<file path="src/rtl/gru_lstm_cell_pkg.sv">
// gru_pkg: shared Q4.4 fixed-point types, constants and arithmetic helpers
// for the GRU cell datapath.
//   q44_t      : signed Q4.4 operand (8 bit)
//   acc_t      : signed 12-bit accumulator holding Q4.4-scaled sums
//   act_mode_e : activation select for gru_hard_act
// Optional build macro: GRU_ROUND_EN (round half up on every >>>4 rescale,
// otherwise floor truncation).
package gru_pkg;

    typedef logic signed [7:0]  q44_t;
    typedef logic signed [11:0] acc_t;

    typedef enum logic {
        ACT_SIG  = 1'b0,
        ACT_TANH = 1'b1
    } act_mode_e;

    localparam int FRAC_BITS = 4;
    localparam int Q_ONE     = 16;
    localparam int Q_HALF    = 8;
    localparam int Q_MAX     = 127;
    localparam int Q_MIN     = -128;
    localparam int ACC_MAX   = 2047;
    localparam int ACC_MIN   = -2048;

    // Drop the extra fraction bits of a product or product sum.
    function automatic logic signed [23:0] rescale(input logic signed [23:0] v);
`ifdef GRU_ROUND_EN
        return (v + 24'sd8) >>> FRAC_BITS;
`else
        return v >>> FRAC_BITS;
`endif
    endfunction

    // Multiply and rescale. Callers only feed 8x8 or 5x12 bit operands,
    // so the rescaled result always fits the accumulator.
    function automatic acc_t qmul(input acc_t a, input acc_t b);
        logic signed [23:0] p;
        p = 24'(a) * 24'(b);
        return acc_t'(rescale(p));
    endfunction

    // Three-term sum clamped to the accumulator range instead of wrapping.
    function automatic acc_t add_sat(input acc_t a, input acc_t b, input acc_t c);
        logic signed [13:0] s;
        s = 14'(a) + 14'(b) + 14'(c);
        if (s > 14'(ACC_MAX))      return acc_t'(ACC_MAX);
        else if (s < 14'(ACC_MIN)) return acc_t'(ACC_MIN);
        else                       return acc_t'(s);
    endfunction

    function automatic q44_t sat8(input logic signed [23:0] v);
        if (v > 24'(Q_MAX))      return q44_t'(Q_MAX);
        else if (v < 24'(Q_MIN)) return q44_t'(Q_MIN);
        else                     return q44_t'(v);
    endfunction

endpackage

</file>
<file path="src/rtl/gru_lstm_cell_hard_act.sv">
// gru_hard_act: combinational piecewise-linear activation.
//   mode_i : ACT_SIG  -> clamp((v>>>2)+8, 0, 16)   (0.25v + 0.5)
//            ACT_TANH -> clamp(v, -16, 16)
//   v_i    : Q4.4-scaled accumulator input
//   y_o    : Q4.4 activation, always within [-16, 16]
module gru_hard_act
    import gru_pkg::*;
(
    input  act_mode_e mode_i,
    input  acc_t      v_i,
    output q44_t      y_o
);

    acc_t t;
    acc_t lo;
    acc_t y;

    always_comb begin
        t  = v_i;
        lo = acc_t'(-Q_ONE);
        if (mode_i == ACT_SIG) begin
            // v_i >= -2048, so the offset add cannot overflow.
            t  = (v_i >>> 2) + acc_t'(Q_HALF);
            lo = '0;
        end
        if (t < lo)                  y = lo;
        else if (t > acc_t'(Q_ONE))  y = acc_t'(Q_ONE);
        else                         y = t;
        y_o = q44_t'(y);
    end

endmodule

</file>
<file path="src/rtl/gru_lstm_cell.sv">
// gru_lstm_cell: single-unit GRU cell, signed Q4.4, hard sigmoid/tanh gates.
// Ports:
//   clk       : rising-edge clock
//   rst_n     : synchronous active-low reset, clears the whole pipeline
//   in_valid  : X / h_in valid this cycle
//   X, h_in   : Q4.4 input sample and previous hidden state
//   out_valid : one-cycle pulse per accepted input, 3 edges after sampling
//   h_out     : Q4.4 new hidden state, held between pulses
// Optional build macro: GRU_ROUND_EN (round half up instead of truncate).
// Pipeline: s1 gates z/r, s2 candidate n, s3 full-width blend sum,
// then rescale + saturate into the output register.
module gru_lstm_cell
    import gru_pkg::*;
#(
    parameter q44_t WZ = 8'sd16,
    parameter q44_t UZ = 8'sd16,
    parameter q44_t BZ = 8'sd0,
    parameter q44_t WR = 8'sd16,
    parameter q44_t UR = 8'sd16,
    parameter q44_t BR = 8'sd0,
    parameter q44_t WN = 8'sd16,
    parameter q44_t UN = 8'sd16,
    parameter q44_t BN = 8'sd0
)(
    input  logic              clk,
    input  logic              rst_n,
    input  logic              in_valid,
    input  logic signed [7:0] X,
    input  logic signed [7:0] h_in,
    output logic              out_valid,
    output logic signed [7:0] h_out
);

    localparam int STAGES = 4;

    logic [STAGES:1] vld_q;

    // stage 1
    acc_t zp_d, rp_d, uh_d, xn_d;
    q44_t z_d, r_d;
    q44_t z1_q, r1_q, h1_q;
    acc_t uh1_q, xn1_q;

    // stage 2
    acc_t np_d;
    q44_t n_d;
    q44_t n2_q, z2_q, h2_q;

    // stage 3 / output
    logic signed [15:0] omz_d, bl_d, bl3_q;
    q44_t h_out_d, h_out_q;

    always_comb begin
        zp_d = add_sat(qmul(acc_t'(WZ), acc_t'(X)), qmul(acc_t'(UZ), acc_t'(h_in)), acc_t'(BZ));
        rp_d = add_sat(qmul(acc_t'(WR), acc_t'(X)), qmul(acc_t'(UR), acc_t'(h_in)), acc_t'(BR));
        uh_d = qmul(acc_t'(UN), acc_t'(h_in));
        xn_d = qmul(acc_t'(WN), acc_t'(X));
    end

    gru_hard_act u_act_z (.mode_i(ACT_SIG),  .v_i(zp_d), .y_o(z_d));
    gru_hard_act u_act_r (.mode_i(ACT_SIG),  .v_i(rp_d), .y_o(r_d));

    always_comb begin
        np_d = add_sat(xn1_q, qmul(acc_t'(r1_q), uh1_q), acc_t'(BN));
    end

    gru_hard_act u_act_n (.mode_i(ACT_TANH), .v_i(np_d), .y_o(n_d));

    // Blend (16-z)*n + z*h; |result| <= 16*128, so 16 bits is exact.
    always_comb begin
        omz_d   = 16'(Q_ONE) - 16'(z2_q);
        bl_d    = omz_d * 16'(n2_q) + 16'(z2_q) * 16'(h2_q);
        h_out_d = sat8(rescale(24'(bl3_q)));
    end

    always_ff @(posedge clk) begin
        if (!rst_n) begin
            vld_q   <= '0;
            z1_q    <= '0;
            r1_q    <= '0;
            h1_q    <= '0;
            uh1_q   <= '0;
            xn1_q   <= '0;
            n2_q    <= '0;
            z2_q    <= '0;
            h2_q    <= '0;
            bl3_q   <= '0;
            h_out_q <= '0;
        end else begin
            vld_q <= {vld_q[STAGES-1:1], in_valid};
            if (in_valid) begin
                z1_q  <= z_d;
                r1_q  <= r_d;
                h1_q  <= h_in;
                uh1_q <= uh_d;
                xn1_q <= xn_d;
            end
            if (vld_q[1]) begin
                n2_q <= n_d;
                z2_q <= z1_q;
                h2_q <= h1_q;
            end
            if (vld_q[2]) bl3_q   <= bl_d;
            if (vld_q[3]) h_out_q <= h_out_d;
        end
    end

    assign out_valid = vld_q[STAGES];
    assign h_out     = h_out_q;

endmodule

</file>
<file path="config.mk">
export PLATFORM = sky130hd
export DESIGN_NAME = gru_lstm_cell
export DESIGN_NICKNAME = d
export VERILOG_FILES = /design/src/rtl/gru_lstm_cell_pkg.sv /design/src/rtl/gru_lstm_cell_hard_act.sv /design/src/rtl/gru_lstm_cell.sv
export SDC_FILE = /design/constraint.sdc
export NUM_CORES = 1
export LEC_CHECK = 0
export ABC_CLOCK_PERIOD_IN_PS = 9200
export BUFFER_PORTS_ARGS = -buffer_cell sky130_fd_sc_hd__buf_2
export CELL_PAD_IN_SITES_DETAIL_PLACEMENT = 0
export CELL_PAD_IN_SITES_GLOBAL_PLACEMENT = 1
export CORE_UTILIZATION = 50
export DETAILED_ROUTE_END_ITERATION = 10
export GPL_TIMING_DRIVEN = 0
export PLACE_DENSITY_LB_ADDON = 0.1
export SKIP_LAST_GASP = 1
export SYNTH_ARGS = -nofsm -noshare
export SYNTH_HDL_FRONTEND = slang
export SYNTH_HIERARCHICAL = 1
export SYNTH_SLANG_ARGS = --single-unit
</file>
<file path="constraint.sdc">
create_clock -name clk -period 9.2 [get_ports clk]
set_clock_uncertainty 0.1 [all_clocks]
set_input_delay 1.84 -clock clk [delete_from_list [all_inputs] [get_ports clk]]
set_output_delay 1.84 -clock clk [all_outputs]
set_load 0.01 [all_outputs]
</file>
---- Word level (Yosys, flattened, before mapping) ----
Index checks and enable logic that the tools add are counted.
word-level totals
  register bits after elaboration ......... 84
  input bits .............................. 19
  output and inout port bits .............. 9
  logic and storage cells ................. 38
cells by class
  $add $sub $neg .......................... 5
  $mul .................................... 3
  magnitude comparators ................... 10
  mux-type cells .......................... 10
operator list
  cell                   count
  $mux 12                4
  $mux 8                 6
  $mul 8x8->16           2
  $add 16x16->16         1
  $mul 9x8->16           1
  $add 8x12->13          1
  $gt 13x12->1 const B   1
  $lt 13x12->1 const B   1
  $gt 12x6->1 const B    1
  $gt 12x8->1 const B    1
  $gt 9x12->1 const B    1
  $lt 12x5->1 const B    1
  $lt 12x8->1 const B    1
  $lt 9x12->1 const B    1
  $add 10x5->11 const B  1
  $gt 11x6->1 const B    1
  $lt 11x1->1 const B    1
  $add 8x8->9            1
  $sub 6x8->9 const A    1

---- Depth between registers and ports, before layout ----
Gate-level depths: netlist (run 1).
  depth in word-level cells ............... 8
  mapped depth ............................ 40
  gate-level depth less buffers ........... 38

---- Cells and area by module ----
Netlist (run 1), hierarchy kept.
modules (own cells, without submodules)
  module         times used  cells each  area each (um^2)  seq. area each (um^2)
  gru_lstm_cell  1           1,290       11,862.6          1,601.5
  gru_hard_act   3           73          473.0             0.0

---- Worst setup path before layout (run 1) ----
Ideal clock, no wire load.
  kind .................................... register -> register
  start ................................... register h1_q[7] (netlist name)
  end ..................................... register n2_q[0]
  setup time .............................. 0.116 ns
  data arrival time ....................... 7.251 ns
  data required time ...................... 8.984 ns
  path slack .............................. 1.732 ns
  stages on the path, launching flop included .. 35
  path buffers ............................ 3
  period minus slack after synthesis ...... 7.468 ns
  cells stage by stage .................... dfxtp_1 clkbuf_1 nor2b_1 fa_1 fa_1 fa_1 inv_1 fa_1 inv_1 ha_1 a21boi_0 o21ai_1 a21oi_1 or4_1 nand3_1 ha_1 nor2b_1 nor4b_1 o21ai_2 and2_1 buf_2 o21ai_0 nand3_1 a21oi_1 nor2b_1 clkbuf_1 ha_1 o21ai_0 a31oi_1 o221ai_1 o21ai_1 o21ai_1 nor2_1 mux2i_1 nor2b_1
RTL lines
  what                  RTL line             text
  end signal, assigned  gru_lstm_cell.sv:99  n2_q <= n_d;
  end, declared         gru_lstm_cell.sv:47  q44_t n2_q, z2_q, h2_q;

---- Worst setup path after layout (run 1) ----
  start ................................... register r1_q[7]
  end ..................................... register n2_q[6]
on the way
  cells in the longest elaborated chain, start to end .. 8
  elaborated cells on any way between the ends .. 10
  classes of those cells .................. add/sub: 1; mul: 1; order compare: 4; mux: 4
RTL lines
  what                    RTL line                      text
  start, declared         gru_lstm_cell.sv:41           q44_t z1_q, r1_q, h1_q;
  start signal, assigned  gru_lstm_cell.sv:93           r1_q <= r_d;
  $mul 8x8->16 (*)        gru_lstm_cell_pkg.sv:39       p = 24'(a) * 24'(b);
  $add 8x12->13 (*)       gru_lstm_cell_pkg.sv:46       s = 14'(a) + 14'(b) + 14'(c);
  $lt 13x12->1            gru_lstm_cell_pkg.sv:48       else if (s < 14'(ACC_MIN)) return acc_t'(ACC_MIN);
  $mux 12                 gru_lstm_cell_pkg.sv:48
  $mux 12 (*)             gru_lstm_cell_pkg.sv:47       if (s > 14'(ACC_MAX)) return acc_t'(ACC_MAX);
  named net np_d[8]       gru_lstm_cell.sv:45           acc_t np_d;
  $gt 12x6->1             gru_lstm_cell_hard_act.sv:27  else if (t > acc_t'(Q_ONE)) y = acc_t'(Q_ONE);
  $mux 8                  gru_lstm_cell_hard_act.sv:27
  $mux 8 (*)              gru_lstm_cell_hard_act.sv:26  if (t < lo) y = lo;
  named net n_d[6]        gru_lstm_cell.sv:46           q44_t n_d;
Mark *: on every way through the listed nets, which the timed path passes. The rest lies on a longest branch.
A chain may end at the register's enable or synchronous reset.

==> reports/qor.yml, run 1 <==
status: "complete, no violations"
post_cts_buffers: 0
fp.dieArea_um2: 27200
cts_tree: "built"
synthAdderAreaFrac: 0.392
netlist.area_leader.share: 0.289
seq_power_share: 0.257
rows: 59
floorplan.initialDensity: 0.510
ant_nets: 0
drc: 0
wl_per_cell_um: 16.0
io_buffers: 26
gp_congestion: 0.847
grt_overflow_total: 0
maxSlewViolCount: 0
cp.required_ns: 9.34
cts_resized: 0
leakagePower_nw: 6.59
end_kind: "register"
path_max_fanout: 10
period_minus_slack_ns: 8.35
muxShareOfSynthArea: 0.0593
grt_use_total: 0.239
dr.pass1.iters: 5
synth-edff-count: 0
switchingPower_mw: 0.637
ys.flop_type: "dfxtp_1"
hold_violations: 0
async_flop_share: 0
cts_buffers: 9
setup_tns_ns: 0
power_density_nw_per_um2: 106
synthTopCellsByCount: "inv_1, fa_1, and2_1, ha_1, nand2_1"
cp-start-kind: "register"
io_pins: 28
cts.clk_slew.worst_paths_ns: 0.07
critPathSlowestCell: "fa_1"
finalPower_mw: 1.50
synthToLayoutAreaGrowth_pct: 6.59
internal-power_mw: 0.867
drt_iter0_drc: 461
h-tree-depth: 3
antenna_found_initial: 1
hp-start: "bl3_q[10]$_SDFFE_PN0P_"
drive_gt1_frac: 0.0490
rsz0062_at_grt: "false"
holdCritPathClass: "reg2reg"
clock_power_share: 0.255
fillers: 2504
synth-xor-area-share: 0.0446
yosys_warnings: 6
final_area_um2: 14200
yosysTopAreaCell: "fa_1"
synth_cells: 1509
switching_share: 0.424
final-setup-viol-count: 0
place_area_um2: 13900
yosysMostFrequentCell: "inv_1"
netlist_area_um2: 13300
die_h_um: 165
multi_input_area_um2: 10500
synth_compound_area_frac: 0.104
yosys_register_bits: 80
worstReg2RegStart: "r1_q[7]$_SDFFE_PN0P_"
dr_total_vias: 9873
ys_seq_area_frac: 0.121
fin_crit_sh: 0.908
critical_path_class: "reg2reg"
numClockSinks: 80
ctsHoldBuffers: 0
cts_buffer_depth: 2
yosys.area_share.simple: 0.185
arrival_ns: 8.49
peakVddDrop_v: 0.0000732
syn_avg_cell_area_um2: 8.80
diodes: 0
dp_hpwl_um: 25200
grt_max_degree: 27
relSlewSlack: 0.221
crit_top_cell: "fa_1"
wl_um: 30200
yosysUniqueCellTypes: 72
crit_path_start: "r1_q[7]$_SDFFE_PN0P_"
grt_pass1_vias: 9828
max_clock_freq_ghz: 0.120
worst_pin_slew_ns: 1.16
core_area_um2: 26100
synth_top_family_by_area: "adder cells"
cts_root_buf: "clkbuf_16"
finish.net_count: 1866
p_comb_frac: 0.488
grt_pass1_wl_um: 50500
worstSkewPairLatency_ns: 0.35
routed_via_density: 5.23
synthTopCellsByArea: "fa_1, dfxtp_1, ha_1, inv_1, mux2i_1"
maxCapViolations: 0
cpPeakStageDelay_ns: 0.64
ff_latch_area_um2: 1600
die_w_um: 165
flip-flops by register name, summed over array words and instances, names as in the netlist:
name   cells
bl3_q     12
h2_q       8
r1_q       8
n2_q       8
z1_q       8
z2_q       8
xn1_q      8
h_out      8
h1_q       8
vld_q      4
routing by layer:
layer	global-route usage	up-vias	routed length, um
li1	-	4888	-
met1	0.335	4798	14700
met2	0.399	162	14200
met3	0.0284	25	936
met4	0.0430	0	363
met5	0	-	0
critical path, delay by kind of cell (launching register included):
kind | cells | cell delay, ns
multiplexers | 1 | 0.14
AND/OR/NAND/NOR | 8 | 1.36
buffers and inverters | 6 | 0.74
adder cells (fa/ha/maj) | 7 | 3.20
AO/OA/AOI/OAI | 11 | 2.19
XOR/XNOR | 1 | 0.17
flip-flops | 1 | 0.31
kinds of logic (layout without fill, tap and decap cells):
group           Yosys count  in the layout
buf+inv                 329            367
compound gates          202            202
flops                    80             80
other cells               2              6
simple gates            451            451
xor+xnor                 66             66
fa+ha+maj               301            301
mux                      78             78
layout by cell type, fill, tap and decap left out, drive strengths merged, types with 3 or more instances in the layout:
| cell | netlist | final |
|---|---|---|
| dfxtp | 80 | 80 |
| o211ai | 8 | 8 |
| nor3 | 6 | 6 |
| a21oi | 31 | 31 |
| nand3b | 5 | 5 |
| nand2b | 19 | 19 |
| a21o | 15 | 15 |
| a21boi | 13 | 13 |
| a311oi | 4 | 4 |
| nor4b | 7 | 7 |
| a211oi | 9 | 9 |
| nor2b | 82 | 82 |
| inv | 269 | 274 |
| o41ai | 8 | 8 |
| buf | 7 | 33 |
| nand3 | 24 | 24 |
| ha | 109 | 109 |
| fa | 192 | 192 |
| a31oi | 11 | 11 |
| conb | 2 | 6 |
| xor2 | 13 | 13 |
| o221ai | 3 | 3 |
| and3 | 14 | 14 |
| and2 | 114 | 114 |
| clkbuf | 53 | 58 |
| mux2 | 6 | 6 |
| or4b | 3 | 3 |
| nor3b | 5 | 5 |
| o21ai | 71 | 71 |
| mux2i | 72 | 72 |
| xnor2 | 52 | 52 |
| a221oi | 3 | 3 |
| o21a | 5 | 5 |
| or2 | 3 | 3 |
| o211a | 3 | 3 |
| o31a | 3 | 3 |
| nor2 | 54 | 54 |
| nand2 | 100 | 100 |
| or3 | 6 | 6 |
| nor4 | 4 | 4 |
per-stage QoR:
stage | hold slack [ns] | util | instances | setup slack, ns
2_1_floorplan | 0.322 | - | 1513 | 1.73
3_3_place_gp | 0.333 | 0.531 | 1874 | 0.725
3_5_place_dp | 0.336 | 0.532 | 1874 | 0.616
4_1_cts | 0.346 | 0.544 | 1890 | 0.559
5_1_grt | 0.375 | 0.543 | 1886 | 0.0488
6_report | 0.344 | 0.543 | 1886 | 0.850
power by group through the flow:
| stage | clock, mW | combinational [mW] | sequential [mW] |
|---|---|---|---|
| floorplan | 0 | 0.572 | 0.381 |
| global placement | 0 | 0.726 | 0.390 |
| detailed placement | 0 | 0.733 | 0.391 |
| CTS | 0.392 | 0.737 | 0.383 |
| global route | 0.405 | 0.834 | 0.388 |
| finish | 0.384 | 0.735 | 0.386 |
path summary, 6_finish.rpt:
check                                 to  slack, ns  cells past startpoint
setup / recovery    n2_q[6]$_SDFFE_PN0P_       0.85                     34
hold / removal    bl3_q[10]$_SDFFE_PN0P_       0.34                      2
setup reg to reg    n2_q[6]$_SDFFE_PN0P_       0.85                     34
hold reg to reg   bl3_q[10]$_SDFFE_PN0P_       0.34                      2
final cells by class:
| class | instances | share of cell area |
|---|---|---|
| timing repair buffer | 26 | 0.00919 |
| sequential | 80 | 0.113 |
| clock buffer | 9 | 0.0159 |
| clock inverter | 7 | 0.00610 |
| buffer | 56 | 0.0160 |
| multi-input combinational | 1104 | 0.739 |
| inverter | 269 | 0.0713 |
| tap | 335 | 0.0296 |
No activity file was read; power rests on OpenSTA's default activity.
==> run 2, diff against run 1 <==
- ABC_CLOCK_PERIOD_IN_PS: 9200 -> 10000
- REMOVE_ABC_BUFFERS: not set -> 1
- TNS_END_PERCENT: not set -> 1
- clock period: 9.2 -> 10 ns (I/O delays scaled with it)
==> run 2 against run 1 <==
Against the previous run: first-iteration DRC count shrank 35%; routed wire length is 3.5% lower; worst setup slack improved by 0.41 ns; combinational power decreased by 14%; power shrank 7.0%; maximum frequency shrank 4.4%; register-to-register slack better by 0.41 ns; core utilization is 0.76 points lower; cell count shrank 2.9%; sequential power shrank 3%; critical path type unchanged.
==> reports/qor.yml, run 2 (synthesis results as in run 1) <==
grt_pass1_vias: 9748
core_area_um2: 26100
path_max_fanout: 12
cts_tree: "built"
cts.clk_slew.worst_paths_ns: 0.07
hold_slack_ns: 0.351
cp.required_ns: 10.19
max_clock_freq_ghz: 0.114
end_kind: "register"
maxCapViolations: 0
critical_path_class: "reg2reg"
drc: 0
layout_commonest_cell: "inv_1"
grt_overflow_total: 0
diodes: 0
maxSlewViolCount: 0
h-tree-depth: 3
hold_violations: 0
rows: 59
ant_nets: 0
hp-start: "bl3_q[10]$_SDFFE_PN0P_"
regMostFlops: "bl3_q"
critPathSlowestCell: "dfxtp_1"
drt_iter0_drc: 298
ctsHoldBuffers: 0
r2r_slack_ns: 1.26
fillers: 2517
cts_resized: 0
crit_top_cell: "fa_1"
worstSkewPairLatency_ns: 0.35
grt_max_degree: 80
crit_path_start: "h1_q[2]$_SDFFE_PN0P_"
antenna_found_initial: 0
power_density_nw_per_um2: 100
io_buffers: 27
die_h_um: 165
holdCritPathClass: "reg2reg"
fin_crit_sh: 0.874
worstReg2RegStart: "h1_q[2]$_SDFFE_PN0P_"
cpPeakStageDelay_ns: 0.63
wl_per_cell_um: 15.9
status: "complete, no violations"
die_w_um: 165
numClockSinks: 80
setup_tns_ns: 0
largest_reg_flops: 12
cts_buffers: 9
dr.pass1.iters: 4
cp-start-kind: "register"
peakVddDrop_v: 0.0000817
leakagePower_nw: 6.51
final_cell_mix: "inv_1, fa_1, and2_1"
cts_root_buf: "clkbuf_16"
cts_buffer_depth: 2
synthToLayoutAreaGrowth_pct: 5.10
final-setup-viol-count: 0
worst_pin_slew_ns: 1.30
ff_latch_area_um2: 1600
gp_congestion: 0.814
routed_via_density: 5.28
grt_pass1_wl_um: 48800
fp.dieArea_um2: 27200
wl_um: 29200
post_cts_buffers: 0
drive_gt1_frac: 0.0461
floorplan.initialDensity: 0.510
rsz0062_at_grt: "false"
grt_use_total: 0.231
dp_hpwl_um: 23900
dr_total_vias: 9669
arrival_ns: 8.93
period_minus_slack_ns: 8.74
io_pins: 28
multi_input_area_um2: 10400
finish.net_count: 1811
relSlewSlack: 0.122
run 2: cell types whose count changed in the layout (fill, tap and decap cells not counted), moves of 2 or more:
cell,before,now
clkinv_4,0,2
clkbuf_2,2,0
buf_4,3,0
buf_1,2,0
inv_8,2,0
bufinv_16,1,3
clkbuf_1,47,0
inv_6,3,0
run 2: cell type report:
class	count	area share
clock buffers	9	0.0161
clock inverters	7	0.00861
inverters	269	0.0723
multi-input cells	1104	0.748
flip-flops and latches	80	0.115
well taps	335	0.0300
repair buffers	27	0.00968
run 2: worst paths after layout:
kind	end	depth (start not counted)
worst max-delay path	n2_q[2]$_SDFFE_PN0P_	31
worst min-delay path	bl3_q[10]$_SDFFE_PN0P_	2
worst max register to register	n2_q[2]$_SDFFE_PN0P_	31
worst min register to register	bl3_q[10]$_SDFFE_PN0P_	2
run 2: power breakdown:
part	switching [mW]	total (mW)	leakage (nW)	internal (mW)
clock network	0.149	0.393	0.166	0.245
registers	0.0392	0.374	0.651	0.335
logic	0.379	0.633	5.70	0.253
run 2: routing by layer:
metal | GRT usage | part of all wire | vias up
li1 | - | - | 4766
met1 | 0.293 | 0.45 | 4763
met2 | 0.419 | 0.51 | 111
met3 | 0.0256 | 0.023 | 29
met4 | 0.0480 | 0.014 | 0
met5 | 0 | 0 | -
run 2: stage by stage:
step	area (um2)	power, mW	utilization	std cells	setup slack (ns)
final	14000	1.40	0.536	1831	1.26
after global routing	14000	1.51	0.536	1831	0.590
after CTS	14000	1.41	0.536	1831	1.24
after detailed placement	13600	1.01	0.522	1815	1.29
after global placement	13600	1.01	0.522	1815	1.24
after floorplan	13100	0.858	-	1453	2.61
run 2: critical path: cells and delay by family, from the launching register on:
family,cells,cell delay [ns]
XOR/XNOR,1,0.26
flip-flops,1,0.63
multiplexers,1,0.08
adder cells (fa/ha/maj),7,3.16
AND/OR/NAND/NOR,7,1.42
buffers and inverters,3,0.16
AO/OA/AOI/OAI,12,2.84
==> run 3, diff against run 2 <==
- PLACE_DENSITY_LB_ADDON: 0.1 -> 0.05
- REMOVE_ABC_BUFFERS: 1 -> not set
==> run 3 against run 2 <==
Against the previous run: combinational power grew 7.0%; sequential share of layout area shrank 0.17 points; cell count grew 3.3%; sequential power shrank 5.9%; highest routed layer unchanged.
==> reports/qor.yml, run 3 (synthesis results as in run 1) <==
arrival_ns: 8.69
grt_pass1_wl_um: 50100
crit_path_start: "h1_q[2]$_SDFFE_PN0P_"
relSlewSlack: 0.262
gp_congestion: 0.842
drt_iter0_drc: 404
wl_met1_um: 15000
switchingPower_mw: 0.592
fp.dieArea_um2: 27200
fin_cells: 1891
wl_met2_um: 14000
antenna_found_initial: 1
grt_use_total: 0.237
crit_end: "n2_q[6]$_SDFFE_PN0P_"
io_pins: 28
synthToLayoutAreaGrowth_pct: 6.58
worstSkewPairLatency_ns: 0.36
die_w_um: 165
internal-power_mw: 0.775
post_cts_buffers: 0
drive_gt1_frac: 0.0469
io_buffers: 26
r2r_slack_ns: 1.45
core_area_um2: 26100
switching_share: 0.433
period_minus_slack_ns: 8.55
end_kind: "register"
regMostFlops: "bl3_q"
finish.net_count: 1870
grt_overflow_total: 0
cts.clk_slew.worst_paths_ns: 0.07
cp.depth: 34
critPathSlowestCell: "fa_1"
worstReg2RegStart: "h1_q[2]$_SDFFE_PN0P_"
rows: 59
clock_power_share: 0.247
final_cell_mix: "inv_1, fa_1, and2_1"
cts_root_buf: "clkbuf_16"
routed_via_density: 5.24
ant_nets: 0
cp.required_ns: 10.15
grt_max_degree: 27
cp-start-kind: "register"
setup_tns_ns: 0
grt_pass1_vias: 9923
final-setup-viol-count: 0
p_comb_frac: 0.495
highest_layer: "met4"
crit_top_cell: "fa_1"
floorplan.initialDensity: 0.510
die_h_um: 165
cp_top_family: "adder cells"
maxSlewViolCount: 0
critPathBufInv: 6
placed_cells: 1874
hold_violations: 0
seq_power_share: 0.258
fin_crit_sh: 0.855
maxCapViolations: 0
r2r_cells: 34
cts_tree: "built"
ctsHoldBuffers: 0
worst_pin_slew_ns: 1.10
dp_hpwl_um: 25100
cpPeakStageDelay_ns: 0.64
drc: 0
final_util: 0.543
wl_per_cell_um: 15.9
dr.pass1.iters: 5
finalPower_mw: 1.37
h-tree-depth: 3
leakagePower_nw: 6.59
holdCritPathClass: "reg2reg"
wl_met3_um: 873
cts_buffer_depth: 2
largest_reg_flops: 12
dr_total_vias: 9901
r2r_end: "n2_q[6]$_SDFFE_PN0P_"
numClockSinks: 80
path_max_fanout: 10
cts_resized: 0
rsz0062_at_grt: "false"
layout_commonest_cell: "inv_1"
max_clock_freq_ghz: 0.117
critical_path_class: "reg2reg"
peakVddDrop_v: 0.0000821
status: "complete, no violations"
hold_slack_ns: 0.353
power_density_nw_per_um2: 96.6
wl_um: 30100
cts_buffers: 9
-- run 3: area by class of cell --
class / count / area [um2]
timing repair buffer: 26 / 130
tap: 335 / 419
fill: 2530 / 11900
antenna: 1 / 2.50
buffer: 60 / 239
sequential: 80 / 1600
inverter: 269 / 1010
clock inverter: 7 / 73.8
clock buffer: 9 / 225
multi-input combinational: 1104 / 10500
-- run 3: metal layers --
layer	vias up	global-route usage
met5	-	0
met4	0	0.0430
met3	20	0.0291
met2	159	0.397
met1	4817	0.330
li1	4905	-
-- run 3: power by group through the flow --
| stage | combinational [mW] | sequential (mW) | clock (mW) |
|---|---|---|---|
| 2_1_floorplan | 0.526 | 0.350 | 0 |
| 3_3_place_gp | 0.667 | 0.360 | 0 |
| 3_5_place_dp | 0.673 | 0.360 | 0 |
| 4_1_cts | 0.677 | 0.352 | 0.346 |
| 5_1_grt | 0.775 | 0.354 | 0.359 |
| 6_report | 0.677 | 0.352 | 0.338 |
-- run 3: how the worst min path moves through the flow --
stage | from | to | slack (ns) | depth (start not counted)
CTS | bl3_q[10]$_SDFFE_PN0P_ | bl3_q[10]$_SDFFE_PN0P_ | 0.35 | 2
detailed placement | bl3_q[10]$_SDFFE_PN0P_ | bl3_q[10]$_SDFFE_PN0P_ | 0.34 | 2
global route | bl3_q[10]$_SDFFE_PN0P_ | bl3_q[10]$_SDFFE_PN0P_ | 0.39 | 2
global placement | bl3_q[10]$_SDFFE_PN0P_ | bl3_q[10]$_SDFFE_PN0P_ | 0.33 | 2
floorplan | bl3_q[10]$_SDFFE_PN0P_ | bl3_q[10]$_SDFFE_PN0P_ | 0.32 | 2
finish | bl3_q[10]$_SDFFE_PN0P_ | bl3_q[10]$_SDFFE_PN0P_ | 0.35 | 2
-- run 3: worst min-delay path, cell delays in order (launching register included) --
cell     delay [ns]
dfxtp_1        0.31
nand2_1        0.05
o21ai_1        0.05
-- run 3: through the flow --
stage	worst slack, ns	cell area (um2)
3_5_place_dp	1.47	13800
3_3_place_gp	1.53	13800
5_1_grt	0.605	14200
4_1_cts	1.46	14100
2_1_floorplan	2.53	13300
6_report	1.45	14200
